$ cat config.mk
export PLATFORM = sky130hd
export DESIGN_NAME = sram_arb
export DESIGN_NICKNAME = d
export VERILOG_FILES = /design/src/rtl/sram_arb.sv
export SDC_FILE = /design/constraint.sdc
export NUM_CORES = 1
export LEC_CHECK = 0
export CAP_MARGIN = 5
export CORE_UTILIZATION = 37
export CTS_BUF_LIST = sky130_fd_sc_hd__clkbuf_4
export DETAILED_ROUTE_END_ITERATION = 6
export GPL_TIMING_DRIVEN = 0
export PLACE_DENSITY = 0.58
export SLEW_MARGIN = 20
export SYNTH_ARGS = -nofsm -noshare
export SYNTH_HDL_FRONTEND = slang
export SYNTH_SLANG_ARGS = --single-unit
$ cat constraint.sdc
create_clock -name clk -period 5.7 [get_ports clk]
set_clock_uncertainty 0.05 [all_clocks]
set_input_delay 0.855 -clock clk [delete_from_list [all_inputs] [get_ports clk]]
set_output_delay 0.855 -clock clk [all_outputs]
set_load 0.01 [all_outputs]
$ cat src/rtl/sram_arb.sv
// rtl/sram_arb.sv - single-port SRAM arbiter: video reads first, buffered host writes drained in blanking
//
// Purpose: shares one asynchronous SRAM between the video fetch (read, highest
// priority) and a host write port. Host writes are queued in a FIFO and each is
// replayed as a three-cycle SETUP/STROBE/HOLD sequence, only while wr_win is high.
//
// Optional feature macro: SRAM_ARB_COLLIDE_EN (sticky collision flag on coll).
//
// Ports:
//   clk, rst_n                 clock, synchronous active-low reset
//   v_req, v_addr              video read request and {y,x} address
//   wr_win                     write window from the timing generator
//   wr_valid, wr_ready         host write handshake
//   wr_addr, wr_data, wr_be    host write address, data, byte enables
//   wr_busy                    FIFO non-empty or write sequence in progress
//   coll, coll_clr             sticky collision flag and its clear
//   sram_dq_i                  SRAM read data (consumed by the video stage)
//   sram_dq_o, sram_dq_oe      SRAM write data and its tristate enable
//   sram_addr                  registered SRAM address
//   sram_oe_n, sram_we_n,
//   sram_lb_n, sram_ub_n       registered SRAM strobes
module sram_arb #(
  parameter int FIFO_AW = 4
) (
  input  logic        clk,
  input  logic        rst_n,
  input  logic        v_req,
  input  logic [17:0] v_addr,
  input  logic        wr_win,
  input  logic        wr_valid,
  output logic        wr_ready,
  input  logic [17:0] wr_addr,
  input  logic [15:0] wr_data,
  input  logic [1:0]  wr_be,
  output logic        wr_busy,
  output logic        coll,
  input  logic        coll_clr,
  input  logic [15:0] sram_dq_i,
  output logic [15:0] sram_dq_o,
  output logic        sram_dq_oe,
  output logic [17:0] sram_addr,
  output logic        sram_oe_n,
  output logic        sram_we_n,
  output logic        sram_lb_n,
  output logic        sram_ub_n
);

  localparam int DEPTH = 1 << FIFO_AW;

  typedef enum logic [1:0] {IDLE, SETUP, STROBE, HOLD} state_t;
  state_t state;

  // FIFO entry layout: {be[35:34], addr[33:16], data[15:0]}
  logic [35:0]        mem [DEPTH];
  logic [FIFO_AW-1:0] rd_ptr;
  logic [FIFO_AW-1:0] wr_ptr;
  logic [FIFO_AW:0]   count;
  logic [35:0]        head;
  logic [1:0]         be_q;
  logic               empty;
  logic               push;
  logic               pop;
  logic               unused_in;

  assign head  = mem[rd_ptr];
  assign empty = (count == '0);
  // count never exceeds DEPTH, so its MSB alone marks "full".
  assign wr_ready = ~count[FIFO_AW];
  assign push     = wr_valid & wr_ready;
  // A new write may only start from IDLE or straight out of HOLD, and never
  // while video is asking for the bus.
  assign pop      = ((state == IDLE) || (state == HOLD)) & ~v_req & wr_win & ~empty;
  assign wr_busy  = ~empty | (state != IDLE);

  always_ff @(posedge clk) begin
    if (push) mem[wr_ptr] <= {wr_be, wr_addr, wr_data};
  end

  always_ff @(posedge clk) begin
    if (!rst_n) begin
      rd_ptr <= '0;
      wr_ptr <= '0;
      count  <= '0;
    end else begin
      if (push) wr_ptr <= wr_ptr + (FIFO_AW)'(1);
      if (pop)  rd_ptr <= rd_ptr + (FIFO_AW)'(1);
      case ({push, pop})
        2'b10:   count <= count + (FIFO_AW+1)'(1);
        2'b01:   count <= count - (FIFO_AW+1)'(1);
        default: count <= count;
      endcase
    end
  end

  always_ff @(posedge clk) begin
    if (!rst_n) begin
      state      <= IDLE;
      sram_addr  <= '0;
      sram_dq_o  <= '0;
      sram_dq_oe <= 1'b0;
      sram_oe_n  <= 1'b1;
      sram_we_n  <= 1'b1;
      sram_lb_n  <= 1'b1;
      sram_ub_n  <= 1'b1;
      be_q       <= 2'b00;
    end else begin
      case (state)
        IDLE: begin
          if (v_req) begin
            sram_addr  <= v_addr;
            sram_oe_n  <= 1'b0;
            sram_we_n  <= 1'b1;
            sram_lb_n  <= 1'b0;
            sram_ub_n  <= 1'b0;
            sram_dq_oe <= 1'b0;
          end else if (pop) begin
            state      <= SETUP;
            sram_addr  <= head[33:16];
            sram_dq_o  <= head[15:0];
            be_q       <= head[35:34];
            sram_dq_oe <= 1'b1;
            sram_oe_n  <= 1'b1;
            sram_we_n  <= 1'b1;
            sram_lb_n  <= 1'b1;
            sram_ub_n  <= 1'b1;
          end else begin
            sram_dq_oe <= 1'b0;
            sram_oe_n  <= 1'b1;
            sram_we_n  <= 1'b1;
            sram_lb_n  <= 1'b1;
            sram_ub_n  <= 1'b1;
          end
        end
        SETUP: begin
          state     <= STROBE;
          sram_we_n <= 1'b0;
          sram_lb_n <= ~be_q[0];
          sram_ub_n <= ~be_q[1];
        end
        STROBE: begin
          state     <= HOLD;
          sram_we_n <= 1'b1;
          sram_lb_n <= 1'b1;
          sram_ub_n <= 1'b1;
        end
        HOLD: begin
          if (pop) begin
            // Chain straight into the next write; the bus stays driven.
            state      <= SETUP;
            sram_addr  <= head[33:16];
            sram_dq_o  <= head[15:0];
            be_q       <= head[35:34];
            sram_dq_oe <= 1'b1;
          end else begin
            state      <= IDLE;
            sram_dq_oe <= 1'b0;
          end
          sram_oe_n <= 1'b1;
          sram_we_n <= 1'b1;
          sram_lb_n <= 1'b1;
          sram_ub_n <= 1'b1;
        end
        default: state <= IDLE;
      endcase
    end
  end

`ifdef SRAM_ARB_COLLIDE_EN
  // Video asked for the bus while a write sequence owned it.
  always_ff @(posedge clk) begin
    if (!rst_n)                        coll <= 1'b0;
    else if (coll_clr)                 coll <= 1'b0;
    else if (v_req && state != IDLE)   coll <= 1'b1;
  end
  assign unused_in = ^sram_dq_i;
`else
  assign coll      = 1'b0;
  assign unused_in = ^{sram_dq_i, coll_clr};
`endif

endmodule

==> Implementation_results.wiki, run 1 <==
{| class="wikitable"
! Metric !! Value
|-
| Post-Place Cell Area || 0.0272 mm^2
|-
| Detailed-route wire length || 58.3 mm
|-
| Number of cells traversed by the worst hold path || 4
|-
| Antenna violations before repair || 5
|-
| Top FF cell, synth || sky130_fd_sc_hd__edfxtp_1
|-
| Cell type with the largest total area after synthesis || sky130_fd_sc_hd__edfxtp_1
|-
| Clk pin slew, worst setup/hold paths || 0.07 ns
|-
| Slew margin rel. || 34.8%
|-
| Count of different cell masters after synthesis || 47
|-
| Fraction of synthesis flops using an asynchronous set or reset pin || 0%
|-
| Slowest cell on the critical path || sky130_fd_sc_hd__or3b_1
|-
| Post-synth EDFFs || 576
|-
| Pre-CTS setup slack || 1.13 ns
|-
| Upper clock frequency limit || 242 MHz
|-
| Global route overflow || 0
|-
| Number of fill cells || 5,601
|-
| Worst-case reg-to-reg path depth || 13
|-
| XOR/XNOR Fraction of Synth Area || 0.288%
|-
| CTS buffer count || 160
|-
| CTS tree || done
|-
| CTS H-tree depth || 4
|-
| Reg2Reg Setup Slack || 1.56 ns
|-
| Number of sinks driven by the clock tree || 636
|-
| Detailed Route Iter0 Violations || 1,114
|-
| Capture instance of the worst register-to-register path || count[2]$_SDFFE_PN0P_
|-
| Top fanout value on the critical path || 10
|-
| IO buf count || 98
|-
| Combinational family with the most area after synthesis || multiplexers
|-
| Count of hold-fix buffers inserted at cts || 0
|-
| Areal power density over the cells || 343 mW/mm^2
|-
| Pre-Repair DR Iteration Count || 5
|-
| Count of final hold-check violations || 0
|-
| Startpoint-to-endpoint class of the critical path || reg2reg
|-
| Synthesized-area fraction occupied by ao, oa, aoi and oai cells || 3.27%
|-
| Core area || 0.0647 mm^2
|-
| Worst R2R Start || state[0]$_SDFFE_PN0P_
|-
| Vertical die dimension || 258 um
|-
| Antenna-violating nets left || 0
|-
| Placement row count || 93
|-
| Type of the most critical hold path || in2reg
|-
| Seq. cell area || 0.0185 mm^2
|-
| Dominant cells by area after synthesis || sky130_fd_sc_hd__edfxtp_1 (71%), sky130_fd_sc_hd__mux4_2 (13%), sky130_fd_sc_hd__dfxtp_1 (4.9%)
|-
| Final Max Tran Viols || 0
|-
| Area of combinational cells with multiple inputs || 0.00556 mm^2
|-
| Hold Path Origin || rst_n
|-
| Vias in the first global route || 13,300
|-
| Unrepaired setup endpoints after global routing || no
|-
| Vias after detailed routing || 12,800
|-
| IO Count || 118
|-
| Post-Syn Nets || 1,251
|-
| Final cell utilization of the core || 45.5%
|-
| Final net count || 1,558
|-
| Number of buffers on the longest clock path || 3
|-
| DRC viols || 0
|-
| First-pass GRT wire length || 85.3 mm
|-
| Synthesized flop and latch total || 636
|-
| Mapped Avg Cell Area || 20.9 um^2
|-
| Gp weighted congestion || 0.746
|-
| Post-detailed-route via-to-cell ratio || 5.20
|-
| Final worst path period share || 72.6%
|-
| Proportion of layout cells with a drive suffix above 1 || 32.4%
|-
| Worst Slack Setup Final || 1.56 ns
|-
| Area growth from synthesis to final layout || 21.0%
|-
| Tot GR Track Use || 17.9%
|-
| Share of the synthesized area in the top cell type || 71.1%
|-
| Buffer type at the clock tree root || sky130_fd_sc_hd__clkbuf_4
|-
| Leakage power || 0.00935 uW
|-
| Transition time of the tightest slew-check pin || 0.978 ns
|-
| Most numerous cell types in the synthesized netlist || sky130_fd_sc_hd__edfxtp_1 (576), sky130_fd_sc_hd__mux4_2 (144), sky130_fd_sc_hd__dfxtp_1 (60)
|-
| Initial Utilization || 37.6%
|-
| Critical path's most frequent cell || sky130_fd_sc_hd__ha_1
|-
| WL per Instance || 23.8 um
|-
| Mapped Area || 0.0243 mm^2
|-
| Result of the run || finished, final reports clean
|-
| Die X || 258 um
|-
| Type of origin of the critical path || flip-flop
|-
| Clk_lat worst skew || 0.98 ns
|-
| Largest net degree at the start of global routing || 19
|-
| Share of synthesized cell area in full adder, half adder and majority cells || 0.617%
|-
| Post-route cell area || 0.0294 mm^2
|-
| Estimated wirelength of the detail-placed design || 38.3 mm
|-
| Final count of negative-setup-slack endpoints || 0
|-
| Final Hold Slack || 0.435 ns
|-
| Chain of cells forming the critical path || inv_1, ha_1, or3b_1, a21o_4, inv_4, buf_2, buf_2, ha_1, xor2_1, ha_1, or3_1, and4_1, o21a_1
|-
| Sequential fraction of the synthesis area || 76.1%
|-
| Post_cts resized || 0
|-
| Worst ir drop on vdd || 150 uV
|-
| Warning count from the yosys run || 0
|-
| Mux share of post-synthesis cell area || 15.6%
|-
| Biggest cell delay along the critical path || 0.48 ns
|-
| Arrival time worst endpoint || 4.96 ns
|-
| Simple-Gate Fraction of Synth Area || 2.59%
|-
| Setup repair bufs after CTS || 0
|-
| Power, Total || 10,100 uW
|-
| Shortest period the worst path allows || 4.14 ns
|-
| Worst Hold Path EP || sram_addr[3]$_SDFFE_PN0N_
|-
| Max-cap viol count || 0
|-
| Library cell with the highest instance count after synthesis || sky130_fd_sc_hd__edfxtp_1
|-
| Capturing element type of the critical path || flip-flop
|-
| Overall die area || 0.0667 mm^2
|-
| Required time at the endpoint of the critical path || 6.52 ns
|-
| Instance count of the mapped netlist || 1,163
|}
-- layout make-up --
cell class | count | share of cell area (%)
flip-flops and latches | 636 | 62.9
multi-input cells | 451 | 18.9
clock buffers | 241 | 6.15
repair buffers | 145 | 5.90
well taps | 855 | 3.64
clock inverters | 44 | 1.28
plain buffers | 67 | 1.12
inverters | 9 | 0.123
diodes | 3 | 0.0255
-- flip-flops by register name, summed over array words and instances (netlist names), named ones only --
name and flops:
sram_addr 18, rd_ptr 4, sram_we_n 1, wr_ptr 4, count 5, mem 576
sram_dq_o 16, sram_oe_n 1, state 2, sram_dq_oe 1, be_q 2, sram_lb_n 1
sram_ub_n 1
-- per-layer routing --
metal  share of wire, %  GRT usage [%]  wire [um]
met1                 44           24.2      25600
met5              0.079              0         46
met4                1.7           5.10        998
met2                 48           27.8      27700
met3                6.7           5.53       3890
-- kinds of logic (layout without fill, tap and decap cells) --
group / Yosys count / count (layout)
mux: 200 / 200
other cells: 1 / 4
simple gates: 117 / 117
fa+ha+maj: 12 / 12
compound gates: 113 / 113
buf+inv: 76 / 506
xor+xnor: 8 / 8
flops: 636 / 636
-- placed cells by master, fill, tap and decap left out, types with 7 or more instances in the layout --
master	Yosys	routed
sky130_fd_sc_hd__clkinv_1	0	28
sky130_fd_sc_hd__buf_4	8	27
sky130_fd_sc_hd__nand2_1	18	18
sky130_fd_sc_hd__clkbuf_4	0	241
sky130_fd_sc_hd__edfxtp_1	576	576
sky130_fd_sc_hd__ha_1	12	12
sky130_fd_sc_hd__inv_1	8	8
sky130_fd_sc_hd__nor3_1	25	21
sky130_fd_sc_hd__a21oi_1	13	13
sky130_fd_sc_hd__o21ai_0	23	23
sky130_fd_sc_hd__and2_1	9	9
sky130_fd_sc_hd__a21oi_2	10	10
sky130_fd_sc_hd__buf_2	26	26
sky130_fd_sc_hd__o22ai_1	18	18
sky130_fd_sc_hd__nor2b_1	9	9
sky130_fd_sc_hd__buf_16	0	15
sky130_fd_sc_hd__clkdlybuf4s50_1	0	98
sky130_fd_sc_hd__bufinv_16	0	7
sky130_fd_sc_hd__mux4_2	144	144
sky130_fd_sc_hd__nand3_1	21	21
sky130_fd_sc_hd__dfxtp_1	60	60
sky130_fd_sc_hd__o221ai_1	18	18
sky130_fd_sc_hd__nor2_4	0	12
sky130_fd_sc_hd__a211o_1	18	18
sky130_fd_sc_hd__mux2i_1	56	56
sky130_fd_sc_hd__clkbuf_1	27	27
-- per-stage QoR --
step | setup TNS [ns] | std cells
floorplan | 0 | 1163
global route | 0 | 2449
detailed placement | 0 | 2163
global placement | -549.29 | 2116
finish | 0 | 2451
CTS | 0 | 2448
-- critical path, delay by kind of cell (launching register included) --
family / cells / cell delay (ns)
fa+ha+maj: 3 / 1.03
buf+inv: 4 / 0.95
compound gates: 2 / 0.43
xor+xnor: 1 / 0.11
simple gates: 3 / 1.06
flops: 1 / 0.41
-- worst max path at each step --
stage                               start               endpoint  slack [ns]  cells past startpoint
finish              state[0]$_SDFFE_PN0P_  count[2]$_SDFFE_PN0P_        1.56                     13
global route        state[0]$_SDFFE_PN0P_  count[2]$_SDFFE_PN0P_        1.30                     13
CTS                 state[0]$_SDFFE_PN0P_  count[2]$_SDFFE_PN0P_        1.58                     13
detailed placement                  v_req  count[2]$_SDFFE_PN0P_        1.13                     12
global placement                 wr_valid   mem[3][28]$_DFFE_PP_       -2.74                      5
floorplan                        wr_valid    mem[3][0]$_DFFE_PP_        1.18                      4
-- power by group --
group	internal (uW)	leakage [uW]	total (uW)	switching [uW]
clock network	2250	0.00127	4040	1800
logic	340	0.00239	776	437
registers	5210	0.00569	5280	72.0
Note: power is estimated with default switching activity, not from simulation.
==> run 2: changes to the inputs <==
--- a/config.mk
+++ b/config.mk
@@ -10,7 +10,7 @@
 export CTS_BUF_LIST = sky130_fd_sc_hd__clkbuf_4
 export DETAILED_ROUTE_END_ITERATION = 6
 export GPL_TIMING_DRIVEN = 0
-export PLACE_DENSITY = 0.58
+export PLACE_DENSITY = 0.6
 export SLEW_MARGIN = 20
 export SYNTH_ARGS = -nofsm -noshare
 export SYNTH_HDL_FRONTEND = slang
==> constraint.sdc (replaced) <==
create_clock -name clk -period 3.8 [get_ports clk]
set_clock_uncertainty 0.05 [all_clocks]
set_input_delay 0.57 -clock clk [delete_from_list [all_inputs] [get_ports clk]]
set_output_delay 0.57 -clock clk [all_outputs]
set_load 0.01 [all_outputs]
==> run 2 against run 1 <==
Net effect: core utilization about the same; non-clock buffer count decreased by 12; clock power increased by 48%; first-iteration DRC count decreased by 3.7%; highest routed layer unchanged; flip-flop and latch count unchanged; largest power group unchanged; count of clock-buffer cells in the layout decreased by 5; critical endpoint unchanged; critical path type unchanged; setup slack got worse by 1.3 ns; largest cell class unchanged; global-route usage about the same.
==> Implementation_results.wiki, run 2 (same netlist as run 1, synthesis figures left out) <==
{| class="wikitable"
! Metric !! Value
|-
| Detailed-route wire length || 58.2 mm (was 58.3 mm)
|-
| Worst Slack Setup Final || 0.262 ns (was 1.56 ns)
|-
| Overall die area || 0.0667 mm^2 (unchanged)
|-
| Count of hold-fix buffers inserted at cts || 0 (unchanged)
|-
| Tot GR Track Use || 17.9% (about the same)
|-
| Pre-CTS setup slack || -0.410 ns (was 1.13 ns)
|-
| Transition time of the tightest slew-check pin || 1.00 ns (was 0.978 ns)
|-
| Number of fill cells || 5,584 (was 5,601)
|-
| Vias in the first global route || 13,500 (was 13,300)
|-
| Initial Utilization || 37.6% (unchanged)
|-
| Hold Path Origin || rst_n (unchanged)
|-
| Seq pwr share || 52.6% (was 52.3%)
|-
| Cell internal power dissipation || 11,600 uW (was 7800 uW)
|-
| Reg2Reg Setup Slack || 0.26 ns (was 1.56 ns)
|-
| Pre-Repair DR Iteration Count || 5 (unchanged)
|-
| CTS H-tree depth || 4 (unchanged)
|-
| Clock group share of total power || 39.6% (was 40.0%)
|-
| Fraction of power consumed by combinational cells || 7.8% (was 7.7%)
|-
| Upper clock frequency limit || 283 MHz (was 242 MHz)
|-
| Antenna violations before repair || 5 (unchanged)
|-
| Gp weighted congestion || 0.743 (was 0.746)
|-
| IO buf count || 98 (unchanged)
|-
| Worst ir drop on vdd || 236 uV (was 150 uV)
|-
| Final worst path period share || 93.1% (was 72.6%)
|-
| Worst Hold Path EP || sram_addr[3]$_SDFFE_PN0N_ (unchanged)
|-
| WL per Instance || 23.8 um (about the same)
|-
| Detailed Route Iter0 Violations || 1,073 (was 1,114)
|-
| Result of the run || finished, final reports clean (unchanged)
|-
| CTS buffer count || 158 (was 160)
|-
| Max-cap viol count || 0 (unchanged)
|-
| Arrival time worst endpoint || 4.34 ns (was 4.96 ns)
|-
| Post-detailed-route via-to-cell ratio || 5.24 (was 5.20)
|-
| NetSw || 3460 uW (was 2310 uW)
|-
| Placement row count || 93 (unchanged)
|-
| DRC viols || 0 (unchanged)
|-
| Number of buffers on the longest clock path || 3 (unchanged)
|-
| Antenna-violating nets left || 0 (unchanged)
|-
| Global route overflow || 0 (unchanged)
|-
| Buffer type at the clock tree root || sky130_fd_sc_hd__clkbuf_4 (unchanged)
|-
| Largest Register || mem (unchanged)
|-
| Final Max Tran Viols || 0 (unchanged)
|-
| Core area || 0.0647 mm^2 (unchanged)
|-
| Die X || 258 um (unchanged)
|-
| Final Hold Slack || 0.215 ns (was 0.435 ns)
|-
| Clk_lat worst skew || 0.95 ns (was 0.98 ns)
|-
| Post_cts resized || 2 (was 0)
|-
| Type of origin of the critical path || flip-flop (unchanged)
|-
| Capture instance of the worst register-to-register path || count[2]$_SDFFE_PN0P_ (unchanged)
|-
| Slew margin rel. || 33.2% (was 34.8%)
|-
| Estimated wirelength of the detail-placed design || 37.1 mm (was 38.3 mm)
|-
| CTS tree || done (unchanged)
|-
| Switching power share of the total || 23.0% (was 22.8%)
|-
| Number of cells traversed by the worst hold path || 4 (unchanged)
|-
| Startpoint-to-endpoint class of the critical path || reg2reg (unchanged)
|-
| Final net count || 1,544 (was 1,558)
|-
| Type of the most critical hold path || in2reg (unchanged)
|-
| Largest net degree at the start of global routing || 20 (was 19)
|-
| Final cell utilization of the core || 45.5% (about the same)
|-
| Worst-case reg-to-reg path depth || 12 (was 13)
|-
| Leakage power || 0.00929 uW (was 0.00935 uW)
|-
| Top Registers || mem: 576 flops, sram_addr: 18 flops, sram_dq_o: 16 flops (unchanged)
|-
| Leading cell types in the layout, fill and taps excluded || sky130_fd_sc_hd__edfxtp_1 (576), sky130_fd_sc_hd__clkbuf_4 (236), sky130_fd_sc_hd__mux4_2 (144) (was sky130_fd_sc_hd__edfxtp_1 (576), sky130_fd_sc_hd__clkbuf_4 (241), sky130_fd_sc_hd__mux4_2 (144))
|-
| Flip-flop count of the largest register, all copies and words added || 576 (unchanged)
|-
| Top fanout value on the critical path || 18 (was 10)
|-
| Final count of negative-setup-slack endpoints || 0 (unchanged)
|-
| Areal power density over the cells || 512 mW/mm^2 (was 343 mW/mm^2)
|-
| Count of final hold-check violations || 0 (unchanged)
|-
| Clk pin slew, worst setup/hold paths || 0.08 ns (was 0.07 ns)
|-
| Most frequent standard cell in the layout excluding fill and tap cells || sky130_fd_sc_hd__edfxtp_1 (unchanged)
|-
| Unrepaired setup endpoints after global routing || no (unchanged)
|-
| Proportion of layout cells with a drive suffix above 1 || 31.8% (was 32.4%)
|-
| Number of sinks driven by the clock tree || 636 (unchanged)
|-
| Worst R2R Start || state[0]$_SDFFE_PN0P_ (unchanged)
|-
| Vertical die dimension || 258 um (unchanged)
|-
| Shortest period the worst path allows || 3.54 ns (was 4.14 ns)
|-
| IO Count || 118 (unchanged)
|-
| Setup repair bufs after CTS || 0 (unchanged)
|-
| First-pass GRT wire length || 85.9 mm (was 85.3 mm)
|-
| Area growth from synthesis to final layout || 21.0% (about the same)
|-
| Required time at the endpoint of the critical path || 4.60 ns (was 6.52 ns)
|-
| Capturing element type of the critical path || flip-flop (unchanged)
|-
| Vias after detailed routing || 12,800 (about the same)
|}
## run 2: cell type report
cell class                      instances  area [um^2]  share of cell area (%)
Clock buffer                          236         1770                    6.02
Sequential cell                       636        18500                    62.9
Tap cell                              855         1070                    3.63
Multi-Input combinational cell        451         5590                    19.0
Timing Repair Buffer                  134         1750                    5.93
Clock inverter                         55          382                    1.30
Antenna cell                            3         7.51                  0.0255
Buffer                                 66          330                    1.12
Inverter                                9         36.3                   0.123
## run 2: power by group through the flow
| stage | registers, uW | logic, uW | clock network, uW |
|---|---|---|---|
| global placement | 8080 | 1110 | 0 |
| global route | 7940 | 1270 | 6450 |
| finish | 7920 | 1180 | 5960 |
| detailed placement | 8080 | 1190 | 0 |
| CTS | 7930 | 1190 | 6120 |
| floorplan | 8080 | 562 | 0 |
## run 2: through the flow
| step | area (um^2) | setup TNS, ns | power (uW) | std cells |
|---|---|---|---|---|
| after floorplan | 24300 | 0 | 8640 | 1163 |
| after global placement | 26400 | -1128.56 | 9190 | 2116 |
| after detailed placement | 27300 | -0.892 | 9260 | 2152 |
| after CTS | 29400 | 0 | 15200 | 2443 |
| after global routing | 29400 | 0 | 15700 | 2445 |
| final | 29400 | 0 | 15100 | 2445 |
## run 2: per-layer routing
metal / GRT usage, % / up-vias / part of all wire, %
li1: - / 5564 / -
met1: 23.6 / 6712 / 43
met2: 28.7 / 452 / 49
met3: 5.28 / 74 / 6.9
met4: 5.01 / 6 / 1.4
met5: 0 / - / 0.057
## run 2: worst max path at each step
stage,to,depth (start not counted),from,slack (ns)
after floorplan,count[2]$_SDFFE_PN0P_,13,state[0]$_SDFFE_PN0P_,0.38
after global placement,mem[7][31]$_DFFE_PP_,5,wr_valid,-2.15
after detailed placement,count[2]$_SDFFE_PN0P_,12,v_req,-0.41
after CTS,count[2]$_SDFFE_PN0P_,13,state[0]$_SDFFE_PN0P_,0.01
after global routing,count[2]$_SDFFE_PN0P_,12,state[0]$_SDFFE_PN0P_,0.07
final,count[2]$_SDFFE_PN0P_,12,state[0]$_SDFFE_PN0P_,0.26
## run 2: worst max-delay path, cell delays in order (launching register included)
cell,delay [ns]
sky130_fd_sc_hd__dfxtp_1,0.39
sky130_fd_sc_hd__inv_1,0.09
sky130_fd_sc_hd__ha_1,0.36
sky130_fd_sc_hd__or3b_1,0.48
sky130_fd_sc_hd__a21o_4,0.25
sky130_fd_sc_hd__inv_4,0.21
sky130_fd_sc_hd__buf_6,0.25
sky130_fd_sc_hd__ha_2,0.30
sky130_fd_sc_hd__xor2_1,0.09
sky130_fd_sc_hd__ha_1,0.23
sky130_fd_sc_hd__or3_1,0.38
sky130_fd_sc_hd__and4_1,0.20
sky130_fd_sc_hd__o21a_1,0.16
